### config.mk
export PLATFORM = sky130hd
export DESIGN_NAME = decoder_rr_arbiter
export DESIGN_NICKNAME = d
export VERILOG_FILES = /design/src/rtl/decoder_rr_arbiter_pkg.sv /design/src/rtl/decoder_rr_arbiter_rr_pick.sv /design/src/rtl/decoder_rr_arbiter.sv
export SDC_FILE = /design/constraint.sdc
export NUM_CORES = 1
export LEC_CHECK = 0
export ABC_AREA = 0
export CAP_MARGIN = 10
export CORE_UTILIZATION = 28
export DETAILED_ROUTE_END_ITERATION = 10
export GPL_TIMING_DRIVEN = 1
export MAX_ROUTING_LAYER = met4
export PLACE_DENSITY_LB_ADDON = 0.1
export SETUP_SLACK_MARGIN = 0.1
export SYNTH_ARGS = -nofsm -noshare
export SYNTH_HDL_FRONTEND = slang
export SYNTH_SLANG_ARGS = --single-unit
### constraint.sdc
create_clock -name clk -period 6.1 [get_ports clk]
set_input_delay 0.61 -clock clk [delete_from_list [all_inputs] [get_ports clk]]
set_output_delay 0.61 -clock clk [all_outputs]
set_load 0.05 [all_outputs]
### src/rtl/decoder_rr_arbiter_pkg.sv
// Shared definitions for the round-robin arbiter that drives the 8-way one-hot select decoder.
package decoder_rr_arbiter_pkg;

  localparam int N_REQ = 8;
  localparam int IDX_W = 3;

  typedef enum logic {
    ST_IDLE = 1'b0,
    ST_OWN  = 1'b1
  } arb_state_e;

endpackage

### src/rtl/decoder_rr_arbiter_rr_pick.sv
// Combinational round-robin pick: rotate by ptr, find the lowest set bit, then add ptr back.
module rr_pick
  import decoder_rr_arbiter_pkg::*;
(
  input  logic [N_REQ-1:0] req,
  input  logic [IDX_W-1:0] ptr,
  output logic             any,
  output logic [IDX_W-1:0] pick
);

  logic [2*N_REQ-1:0] dbl;
  logic [N_REQ-1:0]   rot;
  logic [IDX_W-1:0]   off;

  always_comb begin
    dbl = {req, req} >> ptr;
    rot = dbl[N_REQ-1:0];
    off = '0;
    // Descending scan so the lowest set bit (closest to ptr) wins.
    for (int i = N_REQ - 1; i >= 0; i--) begin
      if (rot[i]) off = IDX_W'(i);
    end
    any  = |req;
    pick = ptr + off;
  end

endmodule

### src/rtl/decoder_rr_arbiter.sv
// Round-robin arbiter with break-before-make grants, a hold limit and registered decoder outputs.
module decoder_rr_arbiter
  import decoder_rr_arbiter_pkg::*;
#(
  parameter int MAX_HOLD = 15
) (
  input  logic             clk,
  input  logic             rst_n,
  input  logic [N_REQ-1:0] req,
  input  logic             done,
  output logic             grant_valid,
  output logic [IDX_W-1:0] grant_idx,
  output logic [N_REQ-1:0] grant_oh,
  output logic             timeout
);

  localparam int HOLD_W = $clog2(MAX_HOLD + 1);

  arb_state_e        state_q, state_d;
  logic [IDX_W-1:0]  ptr_q, ptr_d;
  logic [HOLD_W-1:0] hold_cnt_q, hold_cnt_d;
  logic              grant_valid_q, grant_valid_d;
  logic [IDX_W-1:0]  grant_idx_q, grant_idx_d;
  logic [N_REQ-1:0]  grant_oh_q, grant_oh_d;
  logic              timeout_q, timeout_d;

  logic              pick_any;
  logic [IDX_W-1:0]  pick_idx;
  logic              hold_limit;
  logic              owner_req;

  rr_pick u_rr_pick (
    .req  (req),
    .ptr  (ptr_q),
    .any  (pick_any),
    .pick (pick_idx)
  );

  assign hold_limit = (hold_cnt_q == HOLD_W'(MAX_HOLD - 1));
  assign owner_req  = req[grant_idx_q];

  always_comb begin
    state_d       = state_q;
    ptr_d         = ptr_q;
    hold_cnt_d    = hold_cnt_q;
    grant_valid_d = grant_valid_q;
    grant_idx_d   = grant_idx_q;
    grant_oh_d    = grant_oh_q;
    timeout_d     = 1'b0;

    case (state_q)
      ST_IDLE: begin
        hold_cnt_d    = '0;
        grant_valid_d = 1'b0;
        grant_oh_d    = '0;
        if (pick_any) begin
          state_d       = ST_OWN;
          grant_idx_d   = pick_idx;
          grant_oh_d    = N_REQ'(1) << pick_idx;
          grant_valid_d = 1'b1;
        end
      end
      ST_OWN: begin
        // A limit exit only counts as a timeout when no normal exit coincides with it.
        if (done || !owner_req || hold_limit) begin
          state_d       = ST_IDLE;
          grant_valid_d = 1'b0;
          grant_oh_d    = '0;
          ptr_d         = grant_idx_q + IDX_W'(1);
          hold_cnt_d    = '0;
          timeout_d     = hold_limit && !done && owner_req;
        end else if (hold_cnt_q != HOLD_W'(MAX_HOLD)) begin
          hold_cnt_d = hold_cnt_q + HOLD_W'(1);
        end
      end
      default: state_d = ST_IDLE;
    endcase
  end

  always_ff @(posedge clk or negedge rst_n) begin
    if (!rst_n) begin
      state_q       <= ST_IDLE;
      ptr_q         <= '0;
      hold_cnt_q    <= '0;
      grant_valid_q <= 1'b0;
      grant_idx_q   <= '0;
      grant_oh_q    <= '0;
      timeout_q     <= 1'b0;
    end else begin
      state_q       <= state_d;
      ptr_q         <= ptr_d;
      hold_cnt_q    <= hold_cnt_d;
      grant_valid_q <= grant_valid_d;
      grant_idx_q   <= grant_idx_d;
      grant_oh_q    <= grant_oh_d;
      timeout_q     <= timeout_d;
    end
  end

  assign grant_valid = grant_valid_q;
  assign grant_idx   = grant_idx_q;
  assign grant_oh    = grant_oh_q;
  assign timeout     = timeout_q;

endmodule
==> results_dict.tcl <==
set metrics [dict create \
    yosysSeqAreaShare_pct 31.6 \
    post-route-util_pct 35.5 \
    yosysTopAreaCell "dfrtp_1" \
    final_area_mm2 0.00199 \
    hold_viol 0 \
    yosys_warnings 0 \
    grt_use_met3_pct 1.84 \
    finalSetupTns_ns 0 \
    path_cells "clkdlybuf4s50_1 -> nand2b_1 -> a21oi_1 -> o21a_1 -> a2111o_1 -> a221oi_1 -> o22ai_1 -> ha_1 -> inv_1 -> fa_1 -> and3_1 -> a22o_1" \
    seq_area_um2 526 \
    vias 1354 \
    dp_hpwl_mm 2.94 \
    grt_pass1_wl_mm 6.87 \
    grt_usage_pct 14.7 \
    rr_worst_depth 10 \
    met1_usage_pct 20.4 \
    clk_pin_slew_ns 0.08 \
    placed_cell_area_mm2 0.00195 \
    drt_iter0_drc 173 \
    cts-root-buf "clkbuf_8" \
    multi_input_area_mm2 0.00107 \
    dr.pass1.iters 5 \
    die_area_mm2 0.00625 \
    totalWireLength_mm 4.03 \
    synth_top_cell_area_share_pct 31.6 \
    cts_sinks 21 \
    cts_setup_buffers 0 \
    synthDistinctLibCells 42 \
    min_delay_path_depth 2 \
    cp-end-kind "flop" \
    num-fill-cells 582 \
    worst_ep_arrival_time_ns 3.83 \
    clk-insertion-delay-late_ns 0.26 \
    synthFlopType "dfrtp_1" \
    avgViaCountPerCell 5.31 \
    grt.busiest_layer "met2" \
    synth.top_cells.by_area "dfrtp_1 (32%), mux4_1 (11%), mux4_2 (8.1%), mux2i_1 (6.0%), nor2_1 (5.4%)" \
    syn_avg_cell_area_um2 10.1 \
    power.total_mw 1.01 \
    die_x_um 79.0 \
    skew_ns 0.00842 \
    cts.hold.buffers_added 0 \
    core.rowCount 27 \
    syn_nets 180 \
    ir_worst_vdd_v 0.000231 \
    syn_area_mm2 0.00166 \
    grt_util_met2_pct 22.7 \
    ant_nets 0 \
    power.leakage_nw 0.852 \
    setup_viol 0 \
    final_nets 200 \
    cts.repair.resized 0 \
    crit_required_ns 6.26 \
    cap_violations 0 \
    ys_ff_latch 21 \
    die_height_um 79.0 \
    core-area_mm2 0.00561 \
    synthArstFlopShare_pct 100 \
    worst_pin_slew_ns 0.929 \
    drive_gt1_share_pct 11.5 \
    grt_start_max_net_pins 22 \
    grt_overflow 0 \
    wl_per_cell_um 15.8 \
    drc 0 \
    fmax_mhz 272 \
    synthCells 164 \
    start_util_pct 29.6 \
    fin_crit_sh_pct 60.2 \
    instances_no_fill 255 \
    cp_slowest_cell "clkdlybuf4s50_1" \
    io_buffers 23 \
    diodes 0 \
    status "completed" \
    finalWeightedCongestion 0.795 \
    top_level_ports 24 \
    slew_viol_final 0 \
    rsz0062_at_grt "no" \
    h-tree-depth 1 \
    cts_tree "yes" \
    antenna_found_initial 0 \
    cp-start-kind "primary input" \
    cts_buffers 3 \
    synth_edf_count 0 \
    maxSlewHeadroom_pct 37.9 \
    grt_pass1_vias 1373 \
    worstPathMaxFanout 9 \
    path_class "in2reg" \
    cpPeakStageDelay_ns 0.70 \
    post-place-cells 251 \
    syn_to_final_growth_pct 20.0 \
    period_needed_ns 3.67 \
    powerDensity_mw_per_mm2 509 \
    clockBufferDepth 2 \
    hp-class "reg2reg" \
]
==> registers in the layout (all words and copies together) (netlist names) <==
register     flops
ptr_q            3
grant_oh         8
grant_idx        3
grant_valid      1
hold_cnt_q       4
state_q          1
timeout          1
==> power by group <==
group | leakage [nW] | internal (mW) | switching, mW
Combinational | 0.553 | 0.289 | 0.361
Sequential | 0.274 | 0.180 | 0.0938
Clock | 0.0255 | 0.0455 | 0.0456
==> Yosys cell counts, types with 5 or more instances <==
cell type	number
mux4_2	6
nand3_1	6
mux4_1	7
nor2_1	24
mux2i_1	10
a21oi_1	8
nand2_1	19
dfrtp_1	21
clkbuf_1	5
inv_1	5
==> worst max-delay path: cells and delay by family <==
family	cells	cell delay, ns
adder cells (fa/ha/maj)	2	0.74
AND/OR/NAND/NOR	2	0.40
buffers and inverters	2	0.76
AO/OA/AOI/OAI	6	1.32
==> layout make-up <==
| class | count | share of cell area (%) |
|---|---|---|
| well taps | 72 | 4.52 |
| clock buffers | 3 | 2.07 |
| repair buffers | 23 | 11.6 |
| clock inverters | 1 | 0.251 |
| flip-flops and latches | 21 | 26.4 |
| multi-input cells | 128 | 53.8 |
| inverters | 7 | 1.44 |
==> cells by family (layout without fill, tap and decap cells) <==
| family | Yosys count | after routing | synth area share, % |
|---|---|---|---|
| AO/OA/AOI/OAI | 33 | 33 | 14.6 |
| XOR/XNOR | 4 | 4 | 2.56 |
| adder cells (fa/ha/maj) | 5 | 5 | 4.22 |
| buffers and inverters | 15 | 34 | 3.84 |
| flip-flops | 21 | 21 | 31.6 |
| multiplexers | 27 | 27 | 27.9 |
| AND/OR/NAND/NOR | 59 | 59 | 15.2 |
==> routing by layer <==
layer  vias to the layer above  part of all wire, %  wire (um)
met4                         0                 0.50         20
met2                        23                   50       2020
li1                        650                    -          -
met5                         -                    0          0
met1                       679                   46       1870
met3                         2                  2.9        115
==> placed cells by master (no fill, tap or decap), types with 2 or more instances in the layout <==
master,n
and3_1,2
clkdlybuf4s50_1,23
mux2i_1,10
ha_1,4
inv_1,5
nand3_1,6
clkbuf_8,3
nand2_1,19
mux2_2,4
nor2_1,24
mux4_2,6
nand2b_1,3
a21oi_1,8
mux4_1,7
o21ai_0,3
nor3_1,2
a211oi_1,2
o21ai_1,4
xnor2_1,3
a221oi_1,2
dfrtp_1,21
a22o_1,3
==> path summary, 6_finish.rpt <==
path / start / to / slack, ns
setup / recovery: req[0] / grant_oh[1]$_DFFE_PN0P_ / 2.43
hold / removal: grant_valid$_DFFE_PN0P_ / grant_valid$_DFFE_PN0P_ / 0.49
setup reg to reg: ptr_q[1]$_DFFE_PN0P_ / grant_oh[1]$_DFFE_PN0P_ / 2.53
hold reg to reg: grant_valid$_DFFE_PN0P_ / grant_valid$_DFFE_PN0P_ / 0.49
max in group asynchronous: rst_n / ptr_q[1]$_DFFE_PN0P_ / 4.66
min in group asynchronous: rst_n / grant_oh[5]$_DFFE_PN0P_ / 0.86
==> through the flow <==
step	setup WS [ns]	hold WS [ns]
floorplan	2.87	0.314
global placement	2.24	0.469
detailed placement	2.20	0.471
CTS	2.47	0.489
global route	2.23	0.532
finish	2.43	0.486
No activity file was read; power rests on OpenSTA's default activity.
